`config.mk`:
```
export PLATFORM = sky130hd
export DESIGN_NAME = mul_div_unit
export DESIGN_NICKNAME = d
export VERILOG_FILES = /design/src/rtl/cpu_pkg.sv /design/src/rtl/mul_div_unit_md_step.sv /design/src/rtl/mul_div_unit.sv
export SDC_FILE = /design/constraint.sdc
export NUM_CORES = 1
export LEC_CHECK = 0
export BUFFER_PORTS_ARGS = -buffer_cell sky130_fd_sc_hd__buf_2
export CAP_MARGIN = 25
export CORE_ASPECT_RATIO = 1.1
export CORE_MARGIN = 3
export CORE_UTILIZATION = 59
export DETAILED_ROUTE_END_ITERATION = 8
export GPL_TIMING_DRIVEN = 1
export PLACE_DENSITY = 0.84
export SYNTH_ARGS = -nofsm -noshare
export SYNTH_HDL_FRONTEND = slang
export SYNTH_SLANG_ARGS = --single-unit
```
`constraint.sdc`:
```
create_clock -name clk -period 3.75 [get_ports clk]
set_clock_uncertainty 0.05 [all_clocks]
set_input_delay 0.5625 -clock clk [delete_from_list [all_inputs] [get_ports clk]]
set_output_delay 0.5625 -clock clk [all_outputs]
set_load 0.03 [all_outputs]
```
`src/rtl/cpu_pkg.sv`:
```
// Shared execute-stage definitions: mul/div op codes, register-file
// write destinations and the mul/div sequencer states.
package cpu_pkg;

    localparam logic [1:0] MD_MULTU = 2'b00;
    localparam logic [1:0] MD_DIVU  = 2'b01;
    localparam logic [1:0] MD_MULT  = 2'b10;
    localparam logic [1:0] MD_DIV   = 2'b11;

    localparam logic [1:0] W_DEST_NONE = 2'b00;
    localparam logic [1:0] W_DEST_RS   = 2'b01;
    localparam logic [1:0] W_DEST_RT   = 2'b10;
    localparam logic [1:0] W_DEST_R31  = 2'b11;

    typedef enum logic [1:0] {
        MD_IDLE,
        MD_RUN,
        MD_FIXUP,
        MD_DONE
    } md_state;

endpackage

```
`src/rtl/mul_div_unit_md_step.sv`:
```
// One iteration of the shared multiply/divide datapath on a {hi,lo}
// accumulator: shift-add multiply or restoring shift-subtract divide.
module md_step #(
    parameter int WIDTH = 32
) (
    input  logic [2*WIDTH-1:0] acc_i,
    input  logic [WIDTH-1:0]   operand_i,
    input  logic               div_i,
    output logic [2*WIDTH-1:0] acc_o,
    output logic               q_bit_o
);

    logic [WIDTH:0] sum;
    logic [WIDTH:0] rem_sh;
    logic [WIDTH:0] diff;

    always_comb begin
        sum = {1'b0, acc_i[2*WIDTH-1:WIDTH]}
            + {1'b0, (acc_i[0] ? operand_i : {WIDTH{1'b0}})};
        rem_sh = acc_i[2*WIDTH-1:WIDTH-1];
        diff = rem_sh - {1'b0, operand_i};
        q_bit_o = 1'b0;
        acc_o = {sum, acc_i[WIDTH-1:1]};
        if (div_i) begin
            // Top bit of the trial difference is its sign.
            q_bit_o = ~diff[WIDTH];
            acc_o = {(diff[WIDTH] ? rem_sh[WIDTH-1:0] : diff[WIDTH-1:0]),
                     acc_i[WIDTH-2:0], 1'b0};
        end
    end

endmodule

```
`src/rtl/mul_div_unit.sv`:
```
// Iterative multiply/divide unit for the execute stage.
// Signed MULT/DIV (ops 10/11) are built only with SIGNED_OPS_EN defined.
module mul_div_unit
    import cpu_pkg::*;
#(
    parameter int WIDTH = 32,
    parameter int CNT_W = 6
) (
    input  logic             clk,
    input  logic             rst,
    input  logic             start,
    input  logic [1:0]       op,
    input  logic [WIDTH-1:0] a,
    input  logic [WIDTH-1:0] b,
    input  logic [1:0]       dest_sel,
    output logic             busy,
    output logic             done,
    output logic [1:0]       w_dest,
    output logic [WIDTH-1:0] reg_write_data,
    output logic [WIDTH-1:0] hi,
    output logic [WIDTH-1:0] lo,
    output logic             div_by_zero
);

    localparam int W2 = 2 * WIDTH;

    md_state          state_q;
    logic [CNT_W-1:0] cnt_q;
    logic [W2-1:0]    acc_q;
    logic [WIDTH-1:0] opnd_q, a_orig_q, hi_q, lo_q;
    logic             is_div_q, bzero_q, done_q, dbz_q;
    logic [1:0]       dest_q, wdest_q;

    logic [W2-1:0]    step_acc, run_d, res_d;
    logic [WIDTH-1:0] a_mag, b_mag;
    logic             step_q, accept, last, to_fix, fin;

`ifdef SIGNED_OPS_EN
    logic          sgn_q, neg_q, a_neg_q;
    logic [W2-1:0] fix_d;
`endif

    md_step #(.WIDTH(WIDTH)) u_step (
        .acc_i     (acc_q),
        .operand_i (opnd_q),
        .div_i     (is_div_q),
        .acc_o     (step_acc),
        .q_bit_o   (step_q)
    );

    assign run_d = {step_acc[W2-1:1], step_acc[0] | step_q};
    assign busy  = (state_q == MD_RUN) || (state_q == MD_FIXUP);
    assign last  = (cnt_q == CNT_W'(WIDTH - 1));

`ifdef SIGNED_OPS_EN
    assign accept = start && !busy;
    assign to_fix = sgn_q;

    // Operands are iterated as magnitudes; signs are restored in FIXUP.
    always_comb begin
        a_mag = a;
        b_mag = b;
        if (op[1] && a[WIDTH-1]) a_mag = -a;
        if (op[1] && b[WIDTH-1]) b_mag = -b;
    end

    always_comb begin
        fix_d = acc_q;
        if (!is_div_q && neg_q) fix_d = -acc_q;
        if (is_div_q) begin
            if (neg_q)   fix_d[WIDTH-1:0]  = -acc_q[WIDTH-1:0];
            if (a_neg_q) fix_d[W2-1:WIDTH] = -acc_q[W2-1:WIDTH];
        end
    end
`else
    assign accept = start && !busy && !op[1];
    assign to_fix = 1'b0;
    assign a_mag  = a;
    assign b_mag  = b;
`endif

    assign fin = ((state_q == MD_RUN) && last && !to_fix)
              || (state_q == MD_FIXUP);

    always_comb begin
        res_d = run_d;
`ifdef SIGNED_OPS_EN
        if (state_q == MD_FIXUP) res_d = fix_d;
`endif
        if (is_div_q && bzero_q) res_d = {a_orig_q, {WIDTH{1'b1}}};
    end

    always_ff @(posedge clk) begin
        if (rst) begin
            state_q  <= MD_IDLE;
            cnt_q    <= '0;
            acc_q    <= '0;
            opnd_q   <= '0;
            a_orig_q <= '0;
            hi_q     <= '0;
            lo_q     <= '0;
            is_div_q <= 1'b0;
            bzero_q  <= 1'b0;
            dest_q   <= W_DEST_NONE;
            wdest_q  <= W_DEST_NONE;
            done_q   <= 1'b0;
            dbz_q    <= 1'b0;
`ifdef SIGNED_OPS_EN
            sgn_q    <= 1'b0;
            neg_q    <= 1'b0;
            a_neg_q  <= 1'b0;
`endif
        end else begin
            done_q  <= 1'b0;
            wdest_q <= W_DEST_NONE;
            dbz_q   <= 1'b0;
            unique case (state_q)
                MD_IDLE, MD_DONE: begin
                    if (accept) begin
                        state_q  <= MD_RUN;
                        cnt_q    <= '0;
                        acc_q    <= {{WIDTH{1'b0}}, a_mag};
                        opnd_q   <= b_mag;
                        a_orig_q <= a;
                        is_div_q <= (op == MD_DIVU) || (op == MD_DIV);
                        bzero_q  <= (b == '0);
                        dest_q   <= dest_sel;
`ifdef SIGNED_OPS_EN
                        sgn_q    <= op[1];
                        neg_q    <= op[1] && (a[WIDTH-1] ^ b[WIDTH-1]);
                        a_neg_q  <= op[1] && a[WIDTH-1];
`endif
                    end else begin
                        state_q <= MD_IDLE;
                    end
                end
                MD_RUN: begin
                    acc_q <= run_d;
                    cnt_q <= cnt_q + 1'b1;
                    if (last) state_q <= to_fix ? MD_FIXUP : MD_DONE;
                end
                MD_FIXUP: state_q <= MD_DONE;
            endcase
            if (fin) begin
                hi_q    <= res_d[W2-1:WIDTH];
                lo_q    <= res_d[WIDTH-1:0];
                done_q  <= 1'b1;
                wdest_q <= dest_q;
                dbz_q   <= is_div_q && bzero_q;
            end
        end
    end

    assign done           = done_q;
    assign w_dest         = wdest_q;
    assign reg_write_data = lo_q;
    assign hi             = hi_q;
    assign lo             = lo_q;
    assign div_by_zero    = dbz_q;

endmodule

```
==> results of run 1 <==
-- registers in the layout, summed over array words and instances, names as in the netlist --
name         cells
a_orig_q        32
acc_q           64
bzero_q          1
cnt_q            6
dest_q           2
div_by_zero      1
done             1
hi              32
is_div_q         1
lo              32
opnd_q          32
state_q          2
w_dest           2
-- power by group through the flow --
stage          clock network (mW)  registers, mW  logic [mW]
6_report                     2.26           2.97        4.11
5_1_grt                      2.38           3.01        4.45
3_5_place_dp                    0           3.00        4.00
4_1_cts                      2.28           2.96        4.04
2_1_floorplan                   0           3.25        2.77
3_3_place_gp                    0           2.99        3.94
-- cell usage in the layout (no fill, tap or decap), types with 22 or more instances in the layout --
master     Yosys  layout
a211oi_1      27      25
a21o_1        25      24
a21oi_1      184     182
a311oi_1      27      27
a31oi_1       28      28
and2_1        37      37
buf_2         11     170
buf_4         32      30
clkbuf_16      0      23
dfxtp_1      208     206
ha_1          67      66
inv_1         56      56
mux2i_1       39      39
nand2_1      284     283
nor2_1       106     105
nor3_1        22      22
o211ai_1      41      41
o21ai_0       80      78
xnor2_1       27      27
xor2_1        23      23
-- worst max-delay path by stage --
stage	startpoint	to	slack, ns
after CTS	acc_q[31]	hi[10]	0.1
after global placement	acc_q[0]	acc_q[57]	0.16
after global routing	acc_q[0]	hi[30]	0.04
final	acc_q[0]	acc_q[63]	0.21
after floorplan	acc_q[0]	hi[24]	0.64
after detailed placement	acc_q[0]	acc_q[57]	0.11
-- worst max-delay path: stages (launching register included) --
cell      delay [ns]
dfxtp_2         0.38
buf_4           0.23
and2_1          0.18
ha_1            0.43
nand4_1         0.17
or4_1           0.57
o22a_1          0.20
o211ai_2        0.12
o221ai_2        0.20
o31ai_4         0.28
a211oi_1        0.15
or3_1           0.36
o221ai_1        0.16
-- synth_stat cells (5+ instances only) --
master,instances,area [µm²]
inv_1,56,210.2
and2_1,37,231.5
and3_1,12,75.07
nor3_1,22,110.1
and4_1,14,122.6
a31oi_1,28,175.2
buf_2,11,55.05
o211ai_1,41,307.8
a21oi_1,184,920.9
mux2i_1,39,390.4
xnor2_1,27,236.5
o21a_1,11,82.58
a211oi_1,27,202.7
nor2b_1,6,37.54
or3_1,6,37.54
a22o_1,8,70.07
o21bai_1,8,60.06
o2bb2ai_1,6,52.55
nor2_1,106,397.9
o31ai_1,6,45.04
nor4_1,14,87.58
a311oi_1,27,236.5
o21ai_0,80,400.4
a21o_1,25,187.7
o221ai_1,14,122.6
dfxtp_1,208,4164
ha_1,67,838.3
nand2b_1,12,75.07
a211o_1,9,78.83
xor2_1,23,201.4
nand4_1,19,118.9
o21ai_1,5,25.02
mux2_2,8,90.09
nand3_1,20,100.1
o22ai_1,11,68.82
nand2_1,284,1066
buf_1,8,30.03
a2111oi_0,6,52.55
buf_4,32,240.2
clkbuf_1,91,341.6
-- layer usage --
layer  vias up  global-route usage [%]
met4         0                   10.67
met3        72                   6.083
met1      6116                   44.41
li1       6236                       -
met2       544                   50.30
met5         -                       0
-- logic make-up after synthesis --
logic type | share of synthesized area (%)
buf+inv | 6.926
fa+ha+maj | 6.725
compound gates | 27.16
flops | 31.88
xor+xnor | 3.353
mux | 3.908
simple gates | 20.05
-- per-stage QoR --
stage                     std cells  power [mW]  setup slack (ns)
after detailed placement       2038       6.996            0.1054
final                          2078       9.345            0.2075
after CTS                      2078       9.278           0.09715
after floorplan                1691       6.019            0.6447
after global placement         2037       6.929            0.1588
after global routing           2078       9.842           0.03749
-- what timing repair did --
| action | 4_1_cts | 5_1_grt |
|---|---|---|
| hold buffers | 0 | 0 |
| resized for setup | 0 | 9 |
| setup endpoints to repair | 0 | 32 |
| setup buffers | 0 | 0 |
-- area by class of cell --
cell class / instances / area, µm² / area share (%)
Multi-Input combinational cell: 1282 / 8051 / 54.89
Inverter: 56 / 210.2 / 1.433
Clock buffer: 31 / 645.6 / 4.402
Clock inverter: 9 / 105.1 / 0.7165
Sequential cell: 208 / 4169 / 28.42
Timing Repair Buffer: 202 / 1124 / 7.660
Tap cell: 290 / 362.8 / 2.474
==> results.yml, run 1 <==
grt:
  gr-total-overflow: 0
  grt_max_degree: 158
  antenna_found_initial: 0
  grt_pass1_wl_um: 63220
  gr-usage-all-layers_pct: 31.97
  grt_pass1_vias: 12006
synthesis:
  ys.flop_type: "dfxtp_1"
  ys_seq_area_share_pct: 31.88
  syn_nets: 1831
  yosysWarningCount: 0
  synth-edff-count: 0
  syn_inst: 1691
  avgSynthCellArea_um2: 7.724
  synth_cell_types: 81
  ys_ff_latch: 208
  async_flop_share_pct: 0
  synth_area_um2: 13060
pwr:
  vdd_ir_drop_max_mv: 0.6646
  switchingPower_mw: 4.014
  p_int_mw: 5.331
  power_frac_seq_pct: 31.8
  p_per_area_nw_per_um2: 637.1
  p_leak_nw: 6.105
  netSwitchingFraction_pct: 42.95
  pwr-share-clk_pct: 24.2
  p_comb_share_pct: 44.0
flow_run:
  maxCapViolCount: 0
floorplan:
  die_x_um: 147.9
  coreArea_um2: 21510
  initial_utilization_pct: 60.72
  die_area_um2: 23960
  ioPinCount: 172
  rows: 56
  die_y_um: 162.1
critical_path:
  reg2reg_to: "acc_q[63]"
  arrival_ns: 3.94
  startpoint_type: "flop"
  end_kind: "flop"
  rrSetupSlack_ns: 0.21
  reg2reg_from: "acc_q[0]"
  worstPathRequired_ns: 4.14
  crit_type: "reg -> reg"
  worst-path-max-fanout: 26
  reg2reg_depth: 12
timing:
  setup-tns-final_ns: 0
  min_period_ns: 3.543
  period_share_pct: 94.47
  hold_viol: 0
  rsz0062_at_grt: "no"
  timing_worst_slew_pin_value_ns: 0.8134
  fmax_mhz: 282.3
  setup_violations: 0
  slew_headroom_pct: 45.77
  drv_slew: 0
  holdWs_ns: 0.2341
drt:
  drc: 0
  drt_wl_total_um: 40060
  wl_met2_um: 18030
  highest_layer: "met4"
  wl_met3_um: 3539
  dr.pass1.iters: 6
  drt_iter0_drc: 1247
  wl_met1_um: 17230
  num_vias: 12968
  detail_route.wl_per_cell_um: 19.28
  ant_nets: 0
  viasPerCell: 6.241
layout:
  finalNetCount: 1912
  fill_cells: 1810
  fin_area_um2: 14670
  final_core_util_pct: 68.19
  diodes: 0
  syn_to_final_growth_pct: 12.30
  drive_above_1_share_pct: 15.83
place:
  place.gp.congestion: 1.013
  hpwl_um: 29020
  io_buffers: 171
  dpl_cell_area_um2: 13890
clock_tree:
  numCtsBuffers: 22
  root_buffer: "clkbuf_16"
  clockBufferDepth: 3
  cts.sinks: 208
  clk_latency_ns: 0.52
  clk_pin_slew_worst_paths_ns: 0.06
  cts.htree.levels: 1
  cts_tree: "done"
worst_hold_path:
  whs_path_depth: 3
  hold_class: "in -> reg"
  min_to: "is_div_q"
  min-delay-start: "op[0]"
run_status:
  run_status: "complete, no violations"
Note: power is estimated with default switching activity, not from simulation.
==> run 2: changes to the inputs <==
Settings changed: CELL_PAD_IN_SITES_DETAIL_PLACEMENT set to 1, CELL_PAD_IN_SITES_GLOBAL_PLACEMENT set to 1, CORE_ASPECT_RATIO 1.1 to 2, CORE_UTILIZATION 59 to 43, PLACE_DENSITY 0.84 to 0.83.
==> results.yml, run 2 (synthesis results as in run 1) <==
place:
  hpwl_um: 38590
  dp_cells: 2164
  place.gp.congestion: 0.9362
  io_buffers: 171
  dpl_cell_area_um2: 14360
pwr:
  pwr-share-clk_pct: 21.9
  p_leak_nw: 6.360
  power_frac_seq_pct: 30.4
  p_comb_share_pct: 47.7
  netSwitchingFraction_pct: 45.02
  p_per_area_nw_per_um2: 649.4
  vdd_ir_drop_max_mv: 0.5145
  p_int_mw: 5.426
  switchingPower_mw: 4.443
floorplan:
  die_area_um2: 32630
  initial_utilization_pct: 43.93
  ioPinCount: 172
  rows: 89
  die_x_um: 129.2
  die_y_um: 252.5
  coreArea_um2: 29730
drt:
  wl_met1_um: 18510
  drc: 0
  num_vias: 13583
  viasPerCell: 6.157
  drt_iter0_drc: 736
  ant_nets: 0
  wl_met2_um: 27460
  dr.pass1.iters: 5
  drt_wl_total_um: 50940
  detail_route.wl_per_cell_um: 23.09
  highest_layer: "met4"
  wl_met3_um: 1824
clock_tree:
  hold_buffers: 0
  cts.sinks: 208
  cts_tree: "done"
  clockBufferDepth: 3
  numCtsBuffers: 22
  clk_latency_ns: 0.53
  root_buffer: "clkbuf_16"
  clk_pin_slew_worst_paths_ns: 0.07
  cts.htree.levels: 1
critical_path:
  crit_top_cell: "buf_4"
  reg2reg_depth: 14
  crit_chain: "ha_1 -> inv_1 -> fa_1 -> a211oi_2 -> buf_4 -> o211ai_2 -> nand3_4 -> a2111oi_4 -> buf_4 -> o21a_4 -> nor2_4 -> mux2_2 -> a2111oi_2 -> nor4_1"
  reg2reg_to: "hi[3]"
  worstPathRequired_ns: 4.05
  rrSetupSlack_ns: 0.1
  worst-path-max-fanout: 8
  crit_type: "reg -> reg"
  slowest_delay_ns: 0.43
  startpoint_type: "flop"
  critPathLaunch: "opnd_q[0]"
  slowest_stage: "fa_1"
  reg2reg_from: "opnd_q[0]"
  crit_path_end: "hi[3]"
  arrival_ns: 3.95
  end_kind: "flop"
layout:
  final_cell_mix: "284 x nand2_1, 206 x dfxtp_1, 181 x a21oi_1"
  regMostFlops: "acc_q"
  final_cells: 2206
  final_common_cell: "nand2_1"
  syn_to_final_growth_pct: 16.36
  drive_above_1_share_pct: 18.68
  finalNetCount: 1970
  largest_register_ffs: 64
  fin_area_um2: 15200
  diodes: 0
grt:
  gr-usage-all-layers_pct: 30.59
  grt_pass1_wl_um: 79330
  grt_pass1_vias: 14402
  grt_max_degree: 86
  antenna_found_initial: 0
  gr-total-overflow: 0
timing:
  min_period_ns: 3.651
  fmax_mhz: 273.9
  timing_worst_slew_pin_value_ns: 1.055
  hold_viol: 0
  slew_headroom_pct: 28.93
  drv_slew: 0
  setup_violations: 0
  period_share_pct: 97.35
flow_run:
  maxCapViolCount: 0
worst_hold_path:
  hold_class: "in -> reg"
run_status:
  run_status: "complete, no violations"
run 2: how the worst min path moves through the flow:
stage / start / endpoint / slack, ns / cells past startpoint
final: dest_sel[1] / dest_q[1] / 0.23 / 3
after CTS: dest_sel[1] / dest_q[1] / 0.22 / 3
after global routing: dest_sel[1] / dest_q[1] / 0.25 / 3
after floorplan: a_orig_q[14] / a_orig_q[14] / 0.38 / 2
after detailed placement: a_orig_q[7] / a_orig_q[7] / 0.40 / 2
after global placement: dest_q[0] / dest_q[0] / 0.39 / 2
run 2: cell type report:
class | count | area [µm²]
clock buffer | 32 | 649.4
multi-input combinational | 1282 | 8118
fill | 3765 | 14530
tap | 364 | 455.4
sequential | 208 | 4169
inverter | 56 | 210.2
clock inverter | 4 | 33.78
timing repair buffer | 260 | 1563
run 2: metrics by stage:
step / total power [mW] / setup slack, ns / hold slack (ns) / util (%) / TNS, ns
6_report: 9.870 / 0.09926 / 0.2316 / 51.12 / 0
5_1_grt: 10.36 / -0.01893 / 0.2477 / 51.12 / -0.01893
4_1_cts: 9.759 / 0.002419 / 0.2217 / 50.65 / 0
3_5_place_dp: 7.564 / -0.2932 / 0.3965 / 48.31 / -0.6111
3_3_place_gp: 7.451 / -0.3360 / 0.3874 / 48.31 / -0.5751
2_1_floorplan: 6.019 / 0.6447 / 0.3812 / - / 0
run 2: metal layers:
| layer | up-vias | GRT usage [%] |
|---|---|---|
| met5 | - | 0 |
| met4 | 0 | 15.80 |
| met3 | 139 | 3.215 |
| met2 | 370 | 57.66 |
| met1 | 6726 | 32.71 |
| li1 | 6348 | - |
run 2: worst max-delay path, delay by kind of cell (launching register included):
family,cells,cell delay (ns)
AO/OA/AOI/OAI,5,1.17
adder cells (fa/ha/maj),2,0.61
AND/OR/NAND/NOR,3,0.47
multiplexers,1,0.41
buffers and inverters,3,0.39
flip-flops,1,0.36
run 2: power by group through the flow:
stage,sequential (mW),combinational [mW],clock [mW]
CTS,3.00,4.57,2.19
detailed placement,3.04,4.52,0
floorplan,3.25,2.77,0
global route,3.05,5.04,2.27
finish,3.00,4.71,2.16
global placement,3.02,4.43,0
run 2: repair_timing:
action,in CTS,in global routing
resized for setup,3,17
endpoints found under the setup margin,6,22
setup buffers,0,5
endpoints found under the hold margin,0,0
pin swaps,0,4
==> run 3: changes to the inputs <==
==> constraint.sdc (replaced) <==
create_clock -name clk -period 3.75 [get_ports clk]
set_clock_uncertainty 0.05 [all_clocks]
set_input_delay 0 -clock clk [delete_from_list [all_inputs] [get_ports clk]]
set_output_delay 0 -clock clk [all_outputs]
set_load 0.03 [all_outputs]
==> results.yml, run 3 (synthesis results as in run 1) <==
run_status:
  run_status: "complete, no violations"
pwr:
  power_frac_seq_pct: 30.0
  p_comb_share_pct: 48.0
  switchingPower_mw: 4.515
  netSwitchingFraction_pct: 45.00
  p_int_mw: 5.519
  p_leak_nw: 6.716
  pwr-share-clk_pct: 22.0
  p_per_area_nw_per_um2: 629.0
  vdd_ir_drop_max_mv: 0.4468
  power_mw: 10.03
critical_path:
  worst-path-max-fanout: 17
  startpoint_type: "flop"
  crit_type: "reg -> reg"
  end_kind: "flop"
  rrSetupSlack_ns: 0.1
  arrival_ns: 4.01
  worstPathRequired_ns: 4.11
timing:
  fmax_mhz: 273.9
  timing_worst_slew_pin_value_ns: 1.028
  hold_viol: 0
  rsz0062_at_grt: "no"
  min_period_ns: 3.651
  drv_slew: 0
  period_share_pct: 97.35
  setup_violations: 0
  holdWs_ns: 0.2460
  slew_headroom_pct: 30.85
layout:
  final_cell_mix: "284 x nand2_1, 206 x dfxtp_1, 181 x a21oi_1"
  multi_input_area_um2: 8103
  fin_area_um2: 15950
  final_cells: 2284
  largest_register_ffs: 64
  final_core_util_pct: 53.65
  final-seq-area_um2: 4169
  fill_cells: 3663
  drive_above_1_share_pct: 17.88
  final_common_cell: "nand2_1"
  regMostFlops: "acc_q"
  syn_to_final_growth_pct: 22.14
  finalNetCount: 2049
clock_tree:
  clockBufferDepth: 3
  clk_pin_slew_worst_paths_ns: 0.07
  clk_latency_ns: 0.52
  cts.sinks: 208
  cts_tree: "done"
  numCtsBuffers: 21
  root_buffer: "clkbuf_16"
  cts.htree.levels: 1
flow_run:
  maxCapViolCount: 0
place:
  dp_cells: 2168
  io_buffers: 171
  dpl_cell_area_um2: 14380
  hpwl_um: 38590
  place.gp.congestion: 0.9278
drt:
  drt_iter0_drc: 786
  detail_route.wl_per_cell_um: 23.64
  ant_nets: 0
  dr.pass1.iters: 7
  drc: 0
  num_vias: 13990
  drt_wl_total_um: 53990
  viasPerCell: 6.125
grt:
  antenna_found_initial: 2
  grt_pass1_vias: 14872
  gr-total-overflow: 0
  gr-usage-all-layers_pct: 32.22
  grt_pass1_wl_um: 83030
  grt_max_degree: 75
floorplan:
  die_y_um: 252.5
  coreArea_um2: 29730
  initial_utilization_pct: 43.93
  die_x_um: 129.2
  rows: 89
  die_area_um2: 32630
  ioPinCount: 172
worst_hold_path:
  hold_class: "in -> reg"
run 3: cell count changes in the layout (fill, tap and decap cells not counted), sizes merged:
cell	change
buf	+1
clkbuf	-9
bufinv	+3
diode	+2
clkinv	+2
dlygate4sd3	+79
run 3: timing repair:
item                                    4_1_cts  5_1_grt
hold buffers                                 79        0
buffers inserted                              0        3
pin swaps                                     1        2
endpoints found under the setup margin        5       45
resized for setup                             3       16
endpoints found under the hold margin       107        0
gates cloned                                  0        0
run 3: critical path, cell delays in order (launching register included):
cell and delay [ns]:
dfxtp_2 0.38, buf_4 0.19, buf_4 0.20, and2_1 0.19, ha_1 0.37, and3_1 0.29, nand3_1 0.19, nor3_1 0.54
nor3b_1 0.15, o21ai_0 0.25, mux2i_1 0.29, o221ai_1 0.16, o31ai_1 0.28
run 3: cell type report:
class                      instances  area share (%)
multi-input combinational       1282           50.79
sequential                       208           26.13
timing repair buffer             340           14.65
clock buffer                      23           3.404
tap                              364           2.855
inverter                          56           1.318
clock inverter                     9          0.8157
antenna                            2         0.03137
run 3: stage by stage:
step	TNS (ns)	setup slack [ns]
3_3_place_gp	-0.1019	-0.1019
6_report	0	0.09935
2_1_floorplan	0	0.6447
3_5_place_dp	-0.2528	-0.1748
5_1_grt	0	0.001191
4_1_cts	0	0.01809
run 3: final timing paths:
path / cells after the start / to / from
setup / recovery: 12 / hi[30] / acc_q[0]
hold / removal: 5 / a_orig_q[14] / op[1]
setup reg to reg: 12 / hi[30] / acc_q[0]
hold reg to reg: 2 / a_orig_q[27] / a_orig_q[27]
run 3: per-layer routing:
layer | part of all wire [%] | GRT usage (%) | vias up
li1 | - | - | 6502
met2 | 53 | 59.65 | 422
met1 | 37 | 34.09 | 6887
met5 | 0 | 0 | -
met4 | 7.0 | 19.22 | 0
met3 | 3.6 | 3.701 | 179
run 3: power groups by stage:
| stage | logic [mW] | clock network [mW] | registers, mW |
|---|---|---|---|
| after global placement | 4.45 | 0 | 3.02 |
| after floorplan | 2.77 | 0 | 3.25 |
| after CTS | 4.67 | 2.22 | 3.00 |
| after detailed placement | 4.55 | 0 | 3.04 |
| final | 4.82 | 2.20 | 3.01 |
| after global routing | 5.15 | 2.32 | 3.06 |
